### src/rtl/matmul_seq_if.sv
// Handshake/control bundle between the matrix-multiply sequencer and its datapath/host.
// Widths follow the matrix dimension N.
interface matmul_seq_if #(parameter int N = 3);
  localparam int IW = $clog2(N*N);
  localparam int LW = $clog2(2*N*N);

  logic          start, clear;
  logic          in_valid, in_ready, load_en;
  logic [LW-1:0] load_sel;
  logic          mac_clr, mac_en;
  logic [IW-1:0] a_sel, b_sel;
  logic          out_valid, out_ready;
  logic [IW-1:0] out_idx;
  logic          busy, done;

  modport master (output start, clear, in_valid, out_ready,
                  input  in_ready, load_en, load_sel, mac_clr, mac_en, a_sel, b_sel,
                         out_valid, out_idx, busy, done);
  modport slave  (input  start, clear, in_valid, out_ready,
                  output in_ready, load_en, load_sel, mac_clr, mac_en, a_sel, b_sel,
                         out_valid, out_idx, busy, done);
endinterface

### src/rtl/matmul_seq_ctrl.sv
// NxN matrix-multiply sequencer: loads 2*N*N operands, then per result clears the MAC,
// runs N accumulate steps, waits out the MAC latency and hands the result downstream.
module matmul_seq_ctrl #(
  parameter int N       = 3,
  parameter int MAC_LAT = 1
) (
  input  logic         clk,
  input  logic         reset,
  matmul_seq_if.slave  bus
);
  localparam int IW = $clog2(N*N);
  localparam int LW = $clog2(2*N*N);
  localparam int KW = $clog2(N);

  localparam logic [IW-1:0] NI      = IW'(N);
  localparam logic [LW-1:0] LD_LAST = LW'(2*N*N-1);
  localparam logic [KW-1:0] K_LAST  = KW'(N-1);
  localparam logic [2:0]    W_LAST  = 3'(MAC_LAT-1);

  typedef enum logic [2:0] {
    S_IDLE, S_LOAD, S_CLR, S_RUN, S_WAIT, S_OUT, S_DONE
  } state_t;

  state_t        state, state_d;
  logic [LW-1:0] ld_cnt, ld_d;
  logic [KW-1:0] i, i_d, j, j_d, k, k_d;
  logic [2:0]    w, w_d;

  always_ff @(posedge clk or posedge reset) begin
    if (reset) begin
      state  <= S_IDLE;
      ld_cnt <= '0;
      i      <= '0;
      j      <= '0;
      k      <= '0;
      w      <= '0;
    end else begin
      state  <= state_d;
      ld_cnt <= ld_d;
      i      <= i_d;
      j      <= j_d;
      k      <= k_d;
      w      <= w_d;
    end
  end

  always_comb begin
    state_d       = state;
    ld_d          = ld_cnt;
    i_d           = i;
    j_d           = j;
    k_d           = k;
    w_d           = w;
    bus.in_ready  = 1'b0;
    bus.load_en   = 1'b0;
    bus.load_sel  = '0;
    bus.mac_clr   = 1'b0;
    bus.mac_en    = 1'b0;
    bus.a_sel     = '0;
    bus.b_sel     = '0;
    bus.out_valid = 1'b0;
    bus.out_idx   = '0;
    bus.busy      = 1'b1;
    bus.done      = 1'b0;

    case (state)
      S_IDLE: begin
        bus.busy = 1'b0;
        if (bus.start) begin
          state_d = S_LOAD;
          ld_d = '0; i_d = '0; j_d = '0; k_d = '0; w_d = '0;
        end
      end
      S_LOAD: begin
        bus.in_ready = 1'b1;
        bus.load_sel = ld_cnt;
        bus.load_en  = bus.in_valid;
        if (bus.in_valid) begin
          if (ld_cnt == LD_LAST) begin
            ld_d    = '0;
            state_d = S_CLR;
          end else begin
            ld_d = ld_cnt + LW'(1);
          end
        end
      end
      S_CLR: begin
        bus.mac_clr = 1'b1;
        k_d         = '0;
        state_d     = S_RUN;
      end
      S_RUN: begin
        bus.mac_en = 1'b1;
        bus.a_sel  = IW'(i) * NI + IW'(k);
        bus.b_sel  = IW'(k) * NI + IW'(j);
        if (k == K_LAST) begin
          k_d     = '0;
          w_d     = '0;
          state_d = (MAC_LAT > 0) ? S_WAIT : S_OUT;
        end else begin
          k_d = k + KW'(1);
        end
      end
      S_WAIT: begin
        if (w == W_LAST) begin
          w_d     = '0;
          state_d = S_OUT;
        end else begin
          w_d = w + 3'd1;
        end
      end
      S_OUT: begin
        bus.out_valid = 1'b1;
        bus.out_idx   = IW'(i) * NI + IW'(j);
        if (bus.out_ready) begin
          if (i == K_LAST && j == K_LAST) begin
            state_d = S_DONE;
          end else begin
            state_d = S_CLR;
            if (j == K_LAST) begin
              j_d = '0;
              i_d = i + KW'(1);
            end else begin
              j_d = j + KW'(1);
            end
          end
        end
      end
      S_DONE: begin
        bus.done = 1'b1;
        state_d  = S_IDLE;
        i_d = '0; j_d = '0; k_d = '0; w_d = '0; ld_d = '0;
      end
      default: begin
        bus.busy = 1'b0;
        state_d  = S_IDLE;
        i_d = '0; j_d = '0; k_d = '0; w_d = '0; ld_d = '0;
      end
    endcase

    // Abort outranks every transition, including an output handshake in the same cycle.
    if (bus.clear) begin
      state_d = S_IDLE;
      ld_d = '0; i_d = '0; j_d = '0; k_d = '0; w_d = '0;
    end
  end
endmodule
### src/flat_wrapper.sv
// flat-port wrapper written by rule: the top's interface ports become plain ports
module matmul_seq_ctrl_flat 
#(
  parameter int N       = 3,
  parameter int MAC_LAT = 1
)
  (clk, reset, bus_start, bus_clear, bus_in_valid, bus_out_ready, bus_in_ready, bus_load_en, bus_load_sel, bus_mac_clr, bus_mac_en, bus_a_sel, bus_b_sel, bus_out_valid, bus_out_idx, bus_busy, bus_done);
  matmul_seq_if #(.N(N)) bus_i ();
  input  logic clk;
  input  logic reset;
  input wire logic [$bits(bus_i.start)-1:0] bus_start;
  input wire logic [$bits(bus_i.clear)-1:0] bus_clear;
  input wire logic [$bits(bus_i.in_valid)-1:0] bus_in_valid;
  input wire logic [$bits(bus_i.out_ready)-1:0] bus_out_ready;
  output wire logic [$bits(bus_i.in_ready)-1:0] bus_in_ready;
  output wire logic [$bits(bus_i.load_en)-1:0] bus_load_en;
  output wire logic [$bits(bus_i.load_sel)-1:0] bus_load_sel;
  output wire logic [$bits(bus_i.mac_clr)-1:0] bus_mac_clr;
  output wire logic [$bits(bus_i.mac_en)-1:0] bus_mac_en;
  output wire logic [$bits(bus_i.a_sel)-1:0] bus_a_sel;
  output wire logic [$bits(bus_i.b_sel)-1:0] bus_b_sel;
  output wire logic [$bits(bus_i.out_valid)-1:0] bus_out_valid;
  output wire logic [$bits(bus_i.out_idx)-1:0] bus_out_idx;
  output wire logic [$bits(bus_i.busy)-1:0] bus_busy;
  output wire logic [$bits(bus_i.done)-1:0] bus_done;
  assign bus_i.start = bus_start;
  assign bus_i.clear = bus_clear;
  assign bus_i.in_valid = bus_in_valid;
  assign bus_i.out_ready = bus_out_ready;
  assign bus_in_ready = bus_i.in_ready;
  assign bus_load_en = bus_i.load_en;
  assign bus_load_sel = bus_i.load_sel;
  assign bus_mac_clr = bus_i.mac_clr;
  assign bus_mac_en = bus_i.mac_en;
  assign bus_a_sel = bus_i.a_sel;
  assign bus_b_sel = bus_i.b_sel;
  assign bus_out_valid = bus_i.out_valid;
  assign bus_out_idx = bus_i.out_idx;
  assign bus_busy = bus_i.busy;
  assign bus_done = bus_i.done;
  matmul_seq_ctrl #(.N(N), .MAC_LAT(MAC_LAT)) u_core (.clk(clk), .reset(reset), .bus(bus_i));
endmodule
### config.mk
export PLATFORM = sky130hd
export DESIGN_NAME = matmul_seq_ctrl_flat
export DESIGN_NICKNAME = d
export VERILOG_FILES = /design/src/rtl/matmul_seq_if.sv /design/src/rtl/matmul_seq_ctrl.sv /design/src/flat_wrapper.sv
export SDC_FILE = /design/constraint.sdc
export NUM_CORES = 1
export LEC_CHECK = 0
export ABC_AREA = 1
export CORE_ASPECT_RATIO = 0.7
export CORE_MARGIN = 2
export CORE_UTILIZATION = 35
export DETAILED_ROUTE_END_ITERATION = 10
export GPL_TIMING_DRIVEN = 0
export PLACE_DENSITY_LB_ADDON = 0.1
export SYNTH_ARGS = -nofsm -noshare
export SYNTH_HDL_FRONTEND = slang
export SYNTH_SLANG_ARGS = --single-unit
export TNS_END_PERCENT = 1
### constraint.sdc
create_clock -name clk -period 5.6 [get_ports clk]
set_clock_uncertainty 0.15 [all_clocks]
set_input_delay 1.68 -clock clk [delete_from_list [all_inputs] [get_ports clk]]
set_output_delay 1.68 -clock clk [all_outputs]
set_load 0.05 [all_outputs]
== Yosys cells after proc, flatten, opt, wreduce, memory -nomap -nowiden ==
Index checks and enable logic that the tools add are counted.
Storage, ports and cells
  output and inout bits: 24
  input bits: 6
  bits in registers: 17
  logic and storage cells: 96
Operators by class
  $add $sub $neg: 8
  mux-type cells: 44
  multiply operators: 2
  reductions and logical operators: 14
  eq/ne operators: 22
Operator list (number)
  $mux W3: 12
  $mux W5: 5
  $mux W2: 11
  $pmux W2 S3: 3
  $pmux W3 S6: 1
  $pmux W5 S3: 1
  $add A4 B2 Y4: 3
  $mux W4: 3
  $ne A3 B2 Y1 const B: 4
  $ne A3 B3 Y1 const B: 4
  $pmux W3 S4: 1
  $eq A3 B3 Y1 const B: 3
  $mul A2 B2 Y4 const B: 2
  $ne A2 B1 Y1 const B: 4
  $reduce_or A4 Y1: 2
  $mux W1: 7
  $add A2 B1 Y2 const B: 3
  $eq A2 B2 Y1 const B: 3
  $eq A3 B2 Y1 const B: 2
  $logic_not A3 Y1: 2
  $reduce_and A3 Y1: 2
  $reduce_and A6 Y1: 1
  $reduce_or A3 Y1: 2
  $reduce_or A6 Y1: 1
  other kinds (8): 8

== Longest topological paths before layout ==
Gate-level depths: netlist of the first run.
  depth after elaboration: 6
  gate-level depth with buffers: 11
  gate-level depth less buffers: 11

== Worst setup path after synthesis of the first run ==
No wires, ideal clock.
  path kind: input-to-output
  start: input port bus_in_valid
  end: output port bus_load_en
  stages on the path: 2
  slack: 1400 ps
  buffers on the path: 0
  data required time: 3770 ps
  data arrival time: 2370 ps
  cells stage by stage: inv_1 > nor2_1
Between the ends
  cells in the longest elaborated chain, start to end: 1
Ends and longest elaborated chain
  from (decl): line flat_wrapper.sv:13  | input wire logic [$bits(bus_i.in_valid)-1:0] bus_in_valid;
  $mux W1: line matmul_seq_ctrl.sv:66  | case (state)
  to (decl): line flat_wrapper.sv:16  | output wire logic [$bits(bus_i.load_en)-1:0] bus_load_en;
Every way passes these cells.

== Worst setup path in the final report of the first run ==
Same ends and word-level chain as after synthesis.

==> flow_metrics.env, run 1 <==
export IMPL_worstPathArrival_ps=3110
export IMPL_antenna_found_initial=0
export IMPL_clk_latency_ps=250
export IMPL_ys_ff_latch=17
export IMPL_vias=1468
export IMPL_drc_errors=0
export IMPL_hold_class="flop to flop"
export IMPL_drtIter0Drc=123
export IMPL_critical_path_max_fanout=2
export IMPL_syn2layout_area_growth_pct=25.4
export IMPL_synthMuxAreaShare_pct=0
export IMPL_cts_setup_buffers=0
export IMPL_grt_total_usage_pct=15.1
export IMPL_io_buffer_count=29
export IMPL_crit_path_start_kind="primary input"
export IMPL_path_clk_slew_ps=60
export IMPL_synth_xor_area_share_pct=2.74
export IMPL_hold_ws_ps=361
export IMPL_avgSynthCellArea_sq_um=6.86
export IMPL_synth_cell_area_sq_um=1600
export IMPL_dr_pass1_iters=4
export IMPL_synth_fa_ha_area_share_pct=17.5
export IMPL_mostFrequentLayoutCells="nand2_1, nor2_1, inv_1, clkdlybuf4s50_1, nand3_1"
export IMPL_coreArea_sq_um=4350
export IMPL_cts_tree="built"
export IMPL_cts_buffers=3
export IMPL_slew_headroom_pct=54.6
export IMPL_synth_compound_area_share_pct=6.03
export IMPL_clockRootBuffer="clkbuf_8"
export IMPL_fin_crit_sh_pct=88.3
export IMPL_cellLeakagePower_uw=0.000944
export IMPL_die_area_sq_um=5130
export IMPL_start_util_pct=36.7
export IMPL_place_hpwl_microns=2910
export IMPL_grt_pass1_wl_microns=6140
export IMPL_grt_overflow=0
export IMPL_cts_resized_gates=0
export IMPL_p_per_area_nw_per_um2=284
export IMPL_ant_nets=0
export IMPL_synth_nets=259
export IMPL_wl_per_cell_microns=11.1
export IMPL_die_w_microns=84.8
export IMPL_wl_microns=3580
export IMPL_final_common_cell="nand2_1"
export IMPL_cap_violations=0
export IMPL_antenna_cells=0
export IMPL_syn_inst=233
export IMPL_fin_nets=293
export IMPL_yosysWarnings=0
export IMPL_final_setup_viol_count=0
export IMPL_synth_distinct_cells=25
export IMPL_end_kind="output port"
export IMPL_outcome="completed"
export IMPL_hold_violations=0
export IMPL_finalCriticalPeriod_ps=4940
export IMPL_cts_htree_levels=1
export IMPL_synth_top_family_by_area="simple AND/OR/NAND/NOR gates"
export IMPL_utilization_pct=46.0
export IMPL_io_pins=30
export IMPL_clockBufferDepth=2
export IMPL_rsz0062_at_grt="false"
export IMPL_fp_dieH_microns=60.5
export IMPL_maxSlewViolCount=0
export IMPL_ctsHoldBuffers=0
export IMPL_clock_fmax_mhz=202
export IMPL_worstPathRequired_ps=3770
export IMPL_grt_pass1_vias=1299
export IMPL_yosysSeqAreaShare_pct=26.6
export IMPL_vias_per_cell=4.57
export IMPL_tightest_slew_ps=680
export IMPL_total_power_uw=570
export IMPL_stdcell_count=321
export IMPL_ir_worst_vdd_mv=0.212
export IMPL_crit_type="primary input to output port"
export IMPL_rows=20
export IMPL_grt_max_degree=18
export IMPL_routabilityCongestion=0.867
export IMPL_placed_cells=317
export IMPL_fin_tns_setup_ps=0
export IMPL_cts_sinks=17
export IMPL_layout_drive_gt1_share_pct=9.40
export IMPL_synthSimpleGateAreaFrac_pct=35.9
==> through the flow <==
stage | instance area (sq um) | setup WS (ps)
5_1_grt | 2000 | 538
3_3_place_gp | 1960 | 639
3_5_place_dp | 1960 | 654
6_report | 2000 | 655
2_1_floorplan | 1600 | 1400
4_1_cts | 2000 | 642
==> critical path, cell delays in order <==
cell	delay, ps
clkdlybuf4s50_1	460
inv_1	50
nor2_1	100
clkdlybuf4s50_1	820
==> where the power goes <==
| group | internal (uW) | leakage [uW] | switching, uW |
|---|---|---|---|
| clock network | 49.3 | 0.0000255 | 42.2 |
| logic | 95.9 | 0.000684 | 230 |
| registers | 136 | 0.000235 | 15.9 |
==> cell type report <==
cell class,instances,area [sq um]
Clock inverter,1,5.00
Buffer,4,23.8
Inverter,41,154
Fill cell,473,2350
Multi-Input combinational cell,171,995
Tap cell,55,68.8
Sequential cell,17,425
Clock buffer,3,41.3
Timing Repair Buffer,29,290
==> sequential cells by signal (all words and copies together) (netlist names) <==
name	count
u_core.ld_cnt	5
u_core.state	3
u_core.w	3
u_core.i	2
u_core.j	2
u_core.k	2
==> synthesized netlist by cell type <==
cell / number / area share (%)
a21oi_1: 3 / 0.94
buf_2: 1 / 0.31
buf_4: 2 / 0.94
clkbuf_1: 1 / 0.23
dfrtp_1: 17 / 27
fa_1: 4 / 5.0
ha_1: 16 / 13
inv_1: 34 / 8.0
inv_2: 7 / 1.6
nand2_1: 48 / 11
nand2_2: 1 / 0.39
nand3_1: 18 / 5.6
nand3_2: 2 / 1.3
nand4_1: 6 / 2.3
nor2_1: 43 / 10
nor2_2: 3 / 1.2
nor2_4: 2 / 1.4
nor3_1: 3 / 0.94
nor3_4: 1 / 1.0
o21a_1: 1 / 0.47
o21ai_0: 2 / 0.63
o21ai_1: 11 / 3.4
o21ai_2: 1 / 0.55
or2_2: 1 / 0.39
xor2_1: 5 / 2.7
==> path summary, 6_finish.rpt <==
kind / from / end / slack [ps] / cells after the start
max: bus_in_valid / bus_load_en / 660 / 4
min: u_core.w[0] / u_core.w[0] / 360 / 1
max reg2reg: u_core.ld_cnt[1] / u_core.state[2] / 3870 / 10
min reg2reg: u_core.w[0] / u_core.w[0] / 360 / 1
max in group asynchronous: reset / u_core.w[1] / 3190 / 2
min in group asynchronous: reset / u_core.j[0] / 1670 / 2
==> per-layer routing <==
layer	global-route usage [%]	share of wire, %	wire length (microns)	vias up
li1	-	-	-	792
met1	24.1	56	2000	638
met2	20.0	38	1350	36
met3	4.76	6.0	215	2
met4	2.04	0.31	11	0
met5	0	0	0	-
==> logic make-up (layout without fill, tap and decap cells) <==
group,Yosys count,count (layout)
and+or+nand+nor,128,128
buffers and inverters,45,78
adders and majority gates,20,20
AOI/OAI and AO/OA,18,18
DFF,17,17
xor gates and xnor gates,5,5
(Power assumes the default switching activity.)
==> run 2: changes to the inputs <==
- CTS_CLUSTER_SIZE: default -> 24
==> results of run 2 <==
No change in the layout: final DEF, timing and power equal those of run 1.
==> run 3: changes to the inputs <==
- ABC_AREA: 1 -> default
- CTS_BUF_LIST: default -> sky130_fd_sc_hd__clkbuf_4
==> run 3 against run 2 <==
Against the previous run: first-iteration DRC count decreased by 66%; cell count decreased by 20%; via count decreased by 10%; design area decreased by 3.7%; flip-flop and latch count unchanged; die area decreased by 2.9%; worst hold slack improved by 55 ps; setup slack got worse by 3.9 ps; synthesized cell count decreased by 27%; area after synthesis decreased by 3.1%; sequential share of layout area increased by 0.83 points.
==> flow_metrics.env, run 3 <==
export IMPL_critical_path_max_fanout=3
export IMPL_grt_pass1_wl_microns=6310
export IMPL_hold_ws_ps=416
export IMPL_vias=1319
export IMPL_clockBufferDepth=2
export IMPL_synth_distinct_cells=49
export IMPL_fin_crit_sh_pct=88.4
export IMPL_seqPwrFrac_pct=26.7
export IMPL_layout_drive_gt1_share_pct=10.8
export IMPL_clk_latency_ps=300
export IMPL_syn2layout_area_growth_pct=24.5
export IMPL_cts_sinks=17
export IMPL_ys_ff_latch=17
export IMPL_cts_buffers=3
export IMPL_wl_per_cell_microns=14.2
export IMPL_path_clk_slew_ps=100
export IMPL_path_buf_inv=2
export IMPL_hold_class="flop to flop"
export IMPL_die_area_sq_um=4980
export IMPL_cts_tree="built"
export IMPL_cts_setup_buffers=0
export IMPL_synthTopCellsByArea="dfrtp_1, ha_1, inv_1, fa_1, and2_1"
export IMPL_place_hpwl_microns=2820
export IMPL_synthArstFlopShare_pct=100
export IMPL_end_kind="output port"
export IMPL_fp_dieH_microns=59.7
export IMPL_dp_slack_ps=653
export IMPL_die_w_microns=83.5
export IMPL_p_sw_uw=300
export IMPL_start_util_pct=36.0
export IMPL_grt_pass1_vias=1307
export IMPL_rsz0062_at_grt="false"
export IMPL_cts_htree_levels=1
export IMPL_p_comb_share_pct=60.6
export IMPL_p_per_area_nw_per_um2=310
export IMPL_regMostFlops="u_core.ld_cnt"
export IMPL_ctsHoldBuffers=0
export IMPL_dr_pass1_iters=4
export IMPL_power_share_switching_pct=50.2
export IMPL_io_pins=30
export IMPL_coreArea_sq_um=4300
export IMPL_yosysWarnings=0
export IMPL_cp_cell_sequence="clkdlybuf4s50_1 > and2_1 > clkdlybuf4s50_1"
export IMPL_fillers=431
export IMPL_ant_nets=0
export IMPL_clockRootBuffer="clkbuf_4"
export IMPL_synth_cell_area_sq_um=1550
export IMPL_cts_resized_gates=0
export IMPL_slowest_delay_ps=800
export IMPL_io_buffer_count=28
export IMPL_fin_nets=230
export IMPL_crit_top_cell="clkdlybuf4s50_1"
export IMPL_largest_register_ffs=5
export IMPL_wl_microns=3660
export IMPL_synth_top_area_cell="dfrtp_1"
export IMPL_worstPathRequired_ps=3770
export IMPL_final_common_cell="clkdlybuf4s50_1"
export IMPL_rows=20
export IMPL_worstPathArrival_ps=3120
export IMPL_reg_top3="u_core.ld_cnt: 5 flops, u_core.state: 3 flops, u_core.w: 3 flops"
export IMPL_grt_max_degree=18
export IMPL_vias_per_cell=5.11
export IMPL_drtIter0Drc=42
export IMPL_outcome="completed"
export IMPL_yosysMostFrequentCell="inv_1"
export IMPL_crit_path_start_kind="primary input"
export IMPL_intPower_uw=298
export IMPL_fin_ws_ps=651
export IMPL_synth_top_area_share_pct=27.5
export IMPL_synth_edf_count=0
export IMPL_avgSynthCellArea_sq_um=9.06
export IMPL_grt_total_usage_pct=15.9
export IMPL_routabilityCongestion=0.796
export IMPL_finalCriticalPeriod_ps=4950
export IMPL_grt_overflow=0
export IMPL_ir_worst_vdd_mv=0.273
export IMPL_hold_violations=0
export IMPL_drc_errors=0
export IMPL_ys_flop_type="dfrtp_1"
export IMPL_fin_tns_setup_ps=0
export IMPL_slew_headroom_pct=53.2
export IMPL_clkPwrFrac_pct=12.7
export IMPL_maxSlewViolCount=0
export IMPL_syn_inst=171
export IMPL_antenna_cells=0
export IMPL_cp_top_family="buffers and inverters"
export IMPL_clock_fmax_mhz=202
export IMPL_antenna_found_initial=0
export IMPL_crit_path_top_delay_cell="clkdlybuf4s50_1"
export IMPL_tightest_slew_ps=701
export IMPL_yosysSeqAreaShare_pct=27.5
export IMPL_synth_nets=197
export IMPL_mostFrequentLayoutCells="clkdlybuf4s50_1, inv_1, dfrtp_1, nor2_1, ha_1"
export IMPL_synthTopCellsByCount="inv_1, dfrtp_1, ha_1, nor2_1, and2_1"
export IMPL_final_setup_viol_count=0
export IMPL_crit_type="primary input to output port"
export IMPL_cap_violations=0
export IMPL_cellLeakagePower_uw=0.000804
run 3: area by class of cell:
cell class              instances  area (sq um)  area share, %
clock buffers                   4          30.0           1.56
inverters                      23          86.3           4.48
flip-flops and latches         17           425           22.1
plain buffers                   5          36.3           1.88
well taps                      55          68.8           3.57
repair buffers                 28           280           14.5
multi-input cells             126          1000           51.9
run 3: worst reg2reg max path: stages, from the launching register on:
cell	delay [ps]
dfrtp_1	490
inv_1	100
ha_1	240
and2_1	170
a2111oi_1	510
nor4_2	130
mux2_4	330
run 3: power by group through the flow:
stage / combinational [uW] / clock, uW / sequential [uW]
after CTS: 362 / 77.7 / 159
after detailed placement: 360 / 0 / 161
final: 362 / 75.9 / 160
after global routing: 392 / 81.9 / 163
after global placement: 358 / 0 / 162
after floorplan: 269 / 0 / 155
run 3: worst paths after layout:
check / end / cells past startpoint / slack, ps / startpoint
min in group asynchronous: u_core.w[0] / 2 / 1620 / reset
worst max register to register: u_core.state[0] / 6 / 3390 / u_core.k[0]
worst min-delay path: u_core.ld_cnt[1] / 1 / 420 / u_core.ld_cnt[1]
worst max-delay path: bus_load_en / 3 / 650 / bus_in_valid
worst min register to register: u_core.ld_cnt[1] / 1 / 420 / u_core.ld_cnt[1]
max in group asynchronous: u_core.i[0] / 2 / 3230 / reset
run 3: kinds of logic (layout without fill, tap and decap cells):
family	Yosys count	count (layout)	share of synthesized area, %
muxes	4	4	3.07
AOI/OAI and AO/OA	32	32	17.5
and+or+nand+nor	66	66	23.7
adders and majority gates	20	20	18.1
DFF	17	17	27.5
xor gates and xnor gates	4	4	2.26
buffers and inverters	28	60	7.92
run 3: through the flow:
step	cell area, sq um	utilization [%]	power (uW)	cells
after floorplan	1550	-	424	171
after global placement	1900	44.1	519	254
after detailed placement	1900	44.1	521	254
after CTS	1930	44.8	599	258
after global routing	1930	44.8	637	258
final	1930	44.8	598	258
run 3: routing by layer:
layer  GRT usage (%)  vias up  routed length (microns)
met5               0        -                        0
met4            3.00        0                       20
met3            3.87        2                      146
met2            24.0       24                     1540
met1            23.6      643                     1950
li1                -      650                        -
